[src/rtl/axi_tlb_miss_log.sv]
// -----------------------------------------------------------------------------
// axi_tlb_miss_log
//
// Records TLB-miss events (AW/AR handshakes routed to the error slave) in a
// small in-order FIFO for software or a page-table-walk agent to drain.
// It also keeps saturating per-direction miss counters and a sticky flag that
// reports dropped events.
//
// Ports
//   clk_i, rst_i          rising-edge clock, synchronous active-high reset
//   wr_miss_valid_i/addr/id   one-cycle AW miss event and its attributes
//   rd_miss_valid_i/addr/id   one-cycle AR miss event and its attributes
//   log_valid_o/ready_i   valid/ready pop interface for the FIFO head
//   log_addr_o/id_o/write_o   head entry fields (write = 1 for AW)
//   log_count_o           exact FIFO occupancy (0..Depth)
//   wr_miss_cnt_o         saturating AW miss count
//   rd_miss_cnt_o         saturating AR miss count
//   overflow_o            sticky flag: an event was dropped for lack of space
//   clear_i               clears the counters and overflow_o (FIFO untouched)
//   flush_i               empties the FIFO
// -----------------------------------------------------------------------------
module axi_tlb_miss_log #(
   parameter int AddrWidth = 48,
   parameter int IdWidth   = 4,
   parameter int Depth     = 4,
   parameter int CntWidth  = 16
) (
   input  logic                         clk_i,
   input  logic                         rst_i,
   input  logic                         wr_miss_valid_i,
   input  logic [AddrWidth-1:0]         wr_miss_addr_i,
   input  logic [IdWidth-1:0]           wr_miss_id_i,
   input  logic                         rd_miss_valid_i,
   input  logic [AddrWidth-1:0]         rd_miss_addr_i,
   input  logic [IdWidth-1:0]           rd_miss_id_i,
   output logic                         log_valid_o,
   input  logic                         log_ready_i,
   output logic [AddrWidth-1:0]         log_addr_o,
   output logic [IdWidth-1:0]           log_id_o,
   output logic                         log_write_o,
   output logic [$clog2(Depth+1)-1:0]   log_count_o,
   output logic [CntWidth-1:0]          wr_miss_cnt_o,
   output logic [CntWidth-1:0]          rd_miss_cnt_o,
   output logic                         overflow_o,
   input  logic                         clear_i,
   input  logic                         flush_i
);

   localparam int PtrW  = $clog2(Depth);
   localparam int CntW  = $clog2(Depth+1);
   // One extra bit so Depth - count + pop cannot wrap.
   localparam int FreeW = CntW + 1;
   localparam int EntW  = AddrWidth + IdWidth + 1;
   localparam logic [PtrW-1:0]     LastPtr = PtrW'(Depth - 1);
   localparam logic [CntWidth-1:0] CntMax  = {CntWidth{1'b1}};

   // Pointer advance with explicit wrap, so non-power-of-2 depths work.
   function automatic logic [PtrW-1:0] ptr_inc(input logic [PtrW-1:0] p);
      logic [PtrW-1:0] n;
      if (p == LastPtr) begin
         n = {PtrW{1'b0}};
      end else begin
         n = p + PtrW'(1);
      end
      return n;
   endfunction

   logic [EntW-1:0]     r_mem [Depth];
   logic [PtrW-1:0]     r_wr_ptr;
   logic [PtrW-1:0]     r_rd_ptr;
   logic [CntW-1:0]     r_count;
   logic [CntWidth-1:0] r_wr_cnt;
   logic [CntWidth-1:0] r_rd_cnt;
   logic                r_overflow;

   logic                w_pop;
   logic [FreeW-1:0]    w_free;
   logic [FreeW-1:0]    w_need_rd;
   logic                w_push_wr;
   logic                w_push_rd;
   logic                w_drop;
   logic [PtrW-1:0]     w_wr_ptr_p1;
   logic [PtrW-1:0]     w_rd_slot;
   logic [PtrW-1:0]     w_wr_ptr_nxt;
   logic [PtrW-1:0]     w_rd_ptr_nxt;
   logic [CntW-1:0]     w_count_nxt;
   logic [EntW-1:0]     w_head;

   // Push/pop decisions: write miss takes the first free slot, read the next.
   always_comb begin
      w_pop       = (r_count != {CntW{1'b0}}) && log_ready_i;
      w_free      = FreeW'(Depth) - FreeW'(r_count) + FreeW'(w_pop);
      w_need_rd   = wr_miss_valid_i ? FreeW'(2) : FreeW'(1);
      w_push_wr   = wr_miss_valid_i && (w_free != {FreeW{1'b0}});
      w_push_rd   = rd_miss_valid_i && (w_free >= w_need_rd);
      w_drop      = (wr_miss_valid_i && !w_push_wr) || (rd_miss_valid_i && !w_push_rd);
      w_wr_ptr_p1 = ptr_inc(r_wr_ptr);
      // A stored read lands behind a same-cycle write; if the write was
      // dropped the read was dropped too, so the slot is then unused.
      w_rd_slot   = wr_miss_valid_i ? w_wr_ptr_p1 : r_wr_ptr;
      if (w_push_wr && w_push_rd) begin
         w_wr_ptr_nxt = ptr_inc(w_wr_ptr_p1);
      end else if (w_push_wr || w_push_rd) begin
         w_wr_ptr_nxt = w_wr_ptr_p1;
      end else begin
         w_wr_ptr_nxt = r_wr_ptr;
      end
      if (w_pop) begin
         w_rd_ptr_nxt = ptr_inc(r_rd_ptr);
      end else begin
         w_rd_ptr_nxt = r_rd_ptr;
      end
      w_count_nxt = r_count + CntW'(w_push_wr) + CntW'(w_push_rd) - CntW'(w_pop);
   end

   // Entry storage; contents are meaningless while the FIFO is empty.
   always_ff @(posedge clk_i) begin
      if (!rst_i && !flush_i) begin
         if (w_push_wr) begin
            r_mem[r_wr_ptr] <= {1'b1, wr_miss_id_i, wr_miss_addr_i};
         end
         if (w_push_rd) begin
            r_mem[w_rd_slot] <= {1'b0, rd_miss_id_i, rd_miss_addr_i};
         end
      end
   end

   // FIFO pointers and occupancy; flush wins over same-cycle push/pop.
   always_ff @(posedge clk_i) begin
      if (rst_i || flush_i) begin
         r_wr_ptr <= {PtrW{1'b0}};
         r_rd_ptr <= {PtrW{1'b0}};
         r_count  <= {CntW{1'b0}};
      end else begin
         r_wr_ptr <= w_wr_ptr_nxt;
         r_rd_ptr <= w_rd_ptr_nxt;
         r_count  <= w_count_nxt;
      end
   end

   // Saturating counters and sticky overflow; clear wins over increments.
   always_ff @(posedge clk_i) begin
      if (rst_i || clear_i) begin
         r_wr_cnt   <= {CntWidth{1'b0}};
         r_rd_cnt   <= {CntWidth{1'b0}};
         r_overflow <= 1'b0;
      end else begin
         if (wr_miss_valid_i && (r_wr_cnt != CntMax)) begin
            r_wr_cnt <= r_wr_cnt + CntWidth'(1);
         end
         if (rd_miss_valid_i && (r_rd_cnt != CntMax)) begin
            r_rd_cnt <= r_rd_cnt + CntWidth'(1);
         end
         // Events discarded by a flush are intentional, not an overflow.
         if (w_drop && !flush_i) begin
            r_overflow <= 1'b1;
         end
      end
   end

   assign w_head        = r_mem[r_rd_ptr];
   assign log_valid_o   = (r_count != {CntW{1'b0}});
   assign log_write_o   = w_head[EntW-1];
   assign log_id_o      = w_head[AddrWidth +: IdWidth];
   assign log_addr_o    = w_head[AddrWidth-1:0];
   assign log_count_o   = r_count;
   assign wr_miss_cnt_o = r_wr_cnt;
   assign rd_miss_cnt_o = r_rd_cnt;
   assign overflow_o    = r_overflow;

endmodule

[config.mk]
export PLATFORM = sky130hd
export DESIGN_NAME = axi_tlb_miss_log
export DESIGN_NICKNAME = d
export VERILOG_FILES = /design/src/rtl/axi_tlb_miss_log.sv
export SDC_FILE = /design/constraint.sdc
export NUM_CORES = 1
export LEC_CHECK = 0
export CORE_MARGIN = 4
export CORE_UTILIZATION = 49
export DETAILED_ROUTE_END_ITERATION = 7
export GPL_ROUTABILITY_DRIVEN = 1
export PLACE_DENSITY = 0.77
export SLEW_MARGIN = 20
export SYNTH_ARGS = -nofsm -noshare
export SYNTH_HDL_FRONTEND = slang
export SYNTH_SLANG_ARGS = --single-unit
export TNS_END_PERCENT = 10
[constraint.sdc]
create_clock -name clk_i -period 3.4 [get_ports clk_i]
set_input_delay 0.51 -clock clk_i [delete_from_list [all_inputs] [get_ports clk_i]]
set_output_delay 0.51 -clock clk_i [all_outputs]
set_load 0.005 [all_outputs]
# After elaboration in Yosys (flattened, before gate mapping)
# Memory sizes are Yosys's and may differ from the RTL's. A register that Yosys moved wholly into a read port is not among the register bits.
# Index checks and enable logic that the tools add are counted.
[totals] ramBits=212 in_bits=111 latch_bits=0 reg_bits=40 wordCells=59 output_inout_bits=90 romBits=0 n_memories=1
[classes] addsub=10 n_lt_le_gt_ge=1 mux=15 n_mul=0 n_bitwise=0 shift=0 eq_ne=5 n_reduce_logical=21 n_div=0
[mem_list] name="r_mem" words=4 word_bits=53 rd=1 rd_clocked_by_memory_dff=1 wr=2 line="68" rtl="logic [EntW-1:0] r_mem [Depth];"
[ops] cell="16-bit by 1-bit adder with 16-bit output (second input constant)" count=2
[ops] cell="16-bit != test (second input constant)" count=2
[ops] cell="2-bit two-way mux" count=9
[ops] cell="1-bit logical AND" count=10
[ops] cell="2-bit by 1-bit adder with 2-bit output (second input constant)" count=3
[ops] cell="3-bit by 1-bit adder with 3-bit output" count=2
[ops] cell="2-bit == test (second input constant)" count=3
[ops] cell="1-bit two-way mux" count=6
[ops] cell="4-bit by 1-bit adder with 4-bit output" count=1
[ops] cell="4-bit by 2-bit >= comparator with 1-bit output" count=1
[ops] cell="1-bit zero test" count=4
[ops] cell="1-bit logical OR" count=4
[ops] cell="4-bit nonzero test" count=1
[ops] cell="3-bit by 3-bit subtractor with 4-bit output (first input constant)" count=1
[ops] cell="3-bit nonzero test" count=1
[ops] cell="3-bit by 1-bit subtractor with 3-bit output" count=1
[ops] cell="2-bit nonzero test" count=1

# Logic depth before layout (Yosys ltp)
[depth] word_depth=9 mapped_depth=14 mapped_depth_nobuf=14

# Least setup slack after synthesis
# No wires, ideal clock.
[synth_path] kind="reg-to-reg" start="register r_count[2] (netlist: log_count_o[2])" end="memory r_mem[3][0] (netlist name) (enable)" setup_time_ns=0.387 synth_period_minus_slack_ns=3.641 path_slack_ns=-0.241 path_buffers=0 t_required_ns=3.013 arrival_ns=3.254 path_stages_with_launch=11 cell_sequence="dfxtp_1 or3_1 nand2_1 ha_1 inv_1 ha_1 ha_1 a221o_1 nand2_1 nor4_4 or2_2"
[synth_rtl] item="start, declared" line="71" rtl="logic [CntW-1:0] r_count;"
[synth_rtl] item="start signal, assigned" line="133" rtl="r_count <= {CntW{1'b0}};"
[synth_rtl] item="start signal, assigned" line="137" rtl="r_count <= w_count_nxt;"
[synth_rtl] item="end, declared" line="68"

==> summary.txt <==
Outcome
  – Run status: complete, no violations

Drt
  – Residual DRC count: 0
  – Drt first-iter violations: roughly 1000
  – 1st-pass router iterations: 5
  – Vias per cell: roughly 5.8
  – Final wirelength: approximately 34000 um
  – DRT antenna net count: 0
  – Routed len/inst: between 20 and 25 um
  – Vias: about 9800

Clocking
  – TritonCTS clock tree: done
  – # H-tree levels: 1
  – Hold-fix buffers at CTS: 0
  – Register clock-pin slew on the reported worst setup and hold paths: roughly 0.06 ns
  – Clk sink count: 254
  – Clk_lat worst skew: approximately 0.54 ns
  – Root buffer cell: clkbuf_16
  – Max Root-Sink Buffers: 3
  – Inserted Clock Buffers: 28

GRT
  – First-pass GRT wire length: between 50000 and 60000 um
  – Vias in the first global route: about 9900
  – Largest net degree at the start of global routing: 67
  – Global-route usage over all layers: 0.230
  – Grt ovf: 0
  – Initial antenna violation count: 2

Pwr
  – Internal power: 6.77 mW
  – VDD IR max: 383 uV
  – Pleak: 5.30 nW
  – Switch Pwr: 2.54 mW
  – Sequential share of power: 0.421
  – Switching part of the total: 0.273
  – Part of the power in the clock network: 0.315
  – Logic gate share of total power: 0.264
  – Power per Cell Area: around 570 nW/um^2
  – Total Power: between 9 and 10 mW

Place
  – Port Buf Inserts: 200
  – Cell Area, Placed: roughly 15000 um^2
  – Post-detail-place hpwl: between 20000 and 25000 um
  – Placed Cells: approximately 1600
  – Pre-CTS setup slack: -0.0616 ns
  – Routability congestion estimate: roughly 0.85

Cells and area
  – Share of cells above drive strength 1: 0.119
  – Register Area: 7170 um^2
  – Area Overhead vs Synth: 27.2%
  – Final core area utilization: 0.640
  – Cell area after layout: between 15000 and 20000 um^2
  – Layout fillers: roughly 1900
  – Most frequent cells in the layout: 326 x nand2_1, 208 x edfxtp_1, 200 x clkdlybuf4s50_1
  – Area of the multi-input gates: 5130 um^2
  – Fin cells: between 1500 and 2000
  – Final layout net count: around 1500
  – Most common cell after layout, fill and taps aside: nand2_1

Timing
  – Final Setup Violations: 0
  – Setup TNS Final: 0 ns
  – Worst-Margin Slew: 0.789 ns
  – Slew Viols, Final: 0
  – Period Utilization, post-route: 0.958
  – Final hold violations: 0
  – Min Tclk post-route: between 3 and 4 ns
  – Setup ws final: around 0.14 ns
  – Clock skew: between 0.015 and 0.02 ns
  – Achievable frequency: approximately 310 MHz
  – RSZ-0062 raised after global routing: yes
  – Hold WS: roughly 0.5 ns
  – Slew headroom: 0.470

Worst hold path
  – Min-delay worst type: reg -> reg
  – Hold depth: 2
  – Start point of the worst hold path: r_rd_ptr[1]$_SDFFE_PP0P_

Synthesis
  – FF+latch count, synth: ~250
  – Area share of the largest cell type after synthesis: 0.489
  – Syn Nets: between 1000 and 1500
  – Post-synth EDFFs: ~210
  – Async SR Flop Fraction: 0
  – Area leader, netlist: edfxtp_1
  – Synthesis warning total: 0
  – Mapped cell area: 12800 um^2
  – Synth Flop Type: edfxtp_1
  – Cell variety after synth: 49
  – Avg Cell Area, Syn: approximately 11 um^2
  – Area contributors post-synth: edfxtp_1 49%, nand2_1 9.6%, mux4_2 9.3%, dfxtp_1 7.2%, o21ai_0 4.5%
  – Sequential area share after synthesis: 0.561
  – Synth Instances: about 1100

Die
  – Initial Util: 0.503
  – # rows: 58
  – Core Box Area: between 20000 and 30000 um^2
  – Chip width: 169 um
  – Die height: approximately 170 um
  – Die ar.: 28700 um^2
  – I/O pins: approximately 200

Setup path
  – Critical path startpoint: log_count_o[0]$_SDFF_PP0_
  – Data required, critical path: approximately 3.6 ns
  – Critical path endpoint category: flop
  – CP Launch Type: flop
  – Crit path DAT: 3.49 ns
  – R2R setup slack: between 0.1 and 0.15 ns
  – Worst r2r dst: r_mem[0][5]$_DFFE_PP_
  – CP Class: reg -> reg
  – Reg2reg start: log_count_o[0]$_SDFF_PP0_
  – Worst reg2reg path depth: 10
  – Crit path max fanout: 26

Job
  – Max-Cap Viols: 0
## flip-flops by register name, indices dropped and copies added, names as in the netlist, named ones only
name           cells
r_mem            212
rd_miss_cnt_o     16
wr_miss_cnt_o     16
log_count_o        3
r_rd_ptr           2
r_wr_ptr           2
overflow_o         1
## worst max path at each step
stage                             endpoint  slack, ns  cells after the start
global placement    r_mem[2][36]$_DFFE_PP_      -0.04                     10
CTS                  r_mem[2][5]$_DFFE_PP_       0.14                     10
detailed placement  r_mem[2][41]$_DFFE_PP_      -0.06                     10
finish               r_mem[0][5]$_DFFE_PP_       0.14                     10
global route        r_mem[1][27]$_DFFE_PP_     -0.003                     10
floorplan            r_mem[1][0]$_DFFE_PP_      -0.23                     10
## power by group through the flow
stage / clock network [mW] / registers, mW / logic (mW)
global placement: 0 / 3.97 / 2.42
finish: 2.93 / 3.92 / 2.46
detailed placement: 0 / 3.98 / 2.47
global route: 3.09 / 3.95 / 2.67
floorplan: 0 / 3.94 / 1.31
CTS: 2.97 / 3.92 / 2.47
## cells by family after synthesis
kind of cell,synth area share
AO/OA/AOI/OAI,0.123
XOR/XNOR,0.0206
adder cells (fa/ha/maj),0.0159
buffers and inverters,0.0385
flip-flops,0.561
multiplexers,0.0967
AND/OR/NAND/NOR,0.145
## layer usage
metal  global-route usage  routed length [um]  vias to the layer above
li1                     -                   -                     4541
met3               0.0538                3290                       69
met2                0.388               16500                      509
met4               0.0683                 827                        0
met1                0.298               13200                     4702
met5                    0                   0                        -
## synth_stat cells (4+ instances only)
| master | instances |
|---|---|
| buf_1 | 6 |
| nor2_1 | 43 |
| dfxtp_1 | 46 |
| inv_1 | 10 |
| or2_2 | 8 |
| nand4_1 | 13 |
| xnor2_1 | 18 |
| edfxtp_1 | 208 |
| buf_4 | 15 |
| xor2_1 | 12 |
| nand2_1 | 327 |
| buf_6 | 6 |
| buf_2 | 20 |
| nor4_1 | 4 |
| mux4_2 | 53 |
| and4_1 | 5 |
| clkbuf_1 | 34 |
| clkbuf_2 | 4 |
| o21ai_0 | 114 |
| a22o_1 | 52 |
| a21oi_1 | 16 |
| and3_1 | 9 |
| nand3_1 | 9 |
| ha_1 | 13 |
| nor3_1 | 7 |
| o21ai_1 | 46 |
## timing repair
item,4_1_cts,5_1_grt
buffers inserted,0,0
setup endpoints to repair,0,36
resized for setup,0,1
## layout make-up
| type | count | area share |
|---|---|---|
| inverter | 11 | 0.00254 |
| timing repair buffer | 247 | 0.160 |
| clock inverter | 12 | 0.00724 |
| antenna | 2 | 0.000308 |
| multi-input combinational | 789 | 0.315 |
| tap | 330 | 0.0254 |
| sequential | 254 | 0.441 |
| clock buffer | 38 | 0.0474 |
## critical path: stages (launching register included)
cell	delay (ns)
dfxtp_1	0.32
or3_1	0.40
nand2_1	0.13
ha_1	0.17
inv_1	0.05
ha_1	0.28
ha_1	0.36
a31oi_4	0.18
a2111oi_4	0.57
or2_2	0.28
buf_12	0.22
Power figures use the tool's default switching activity.
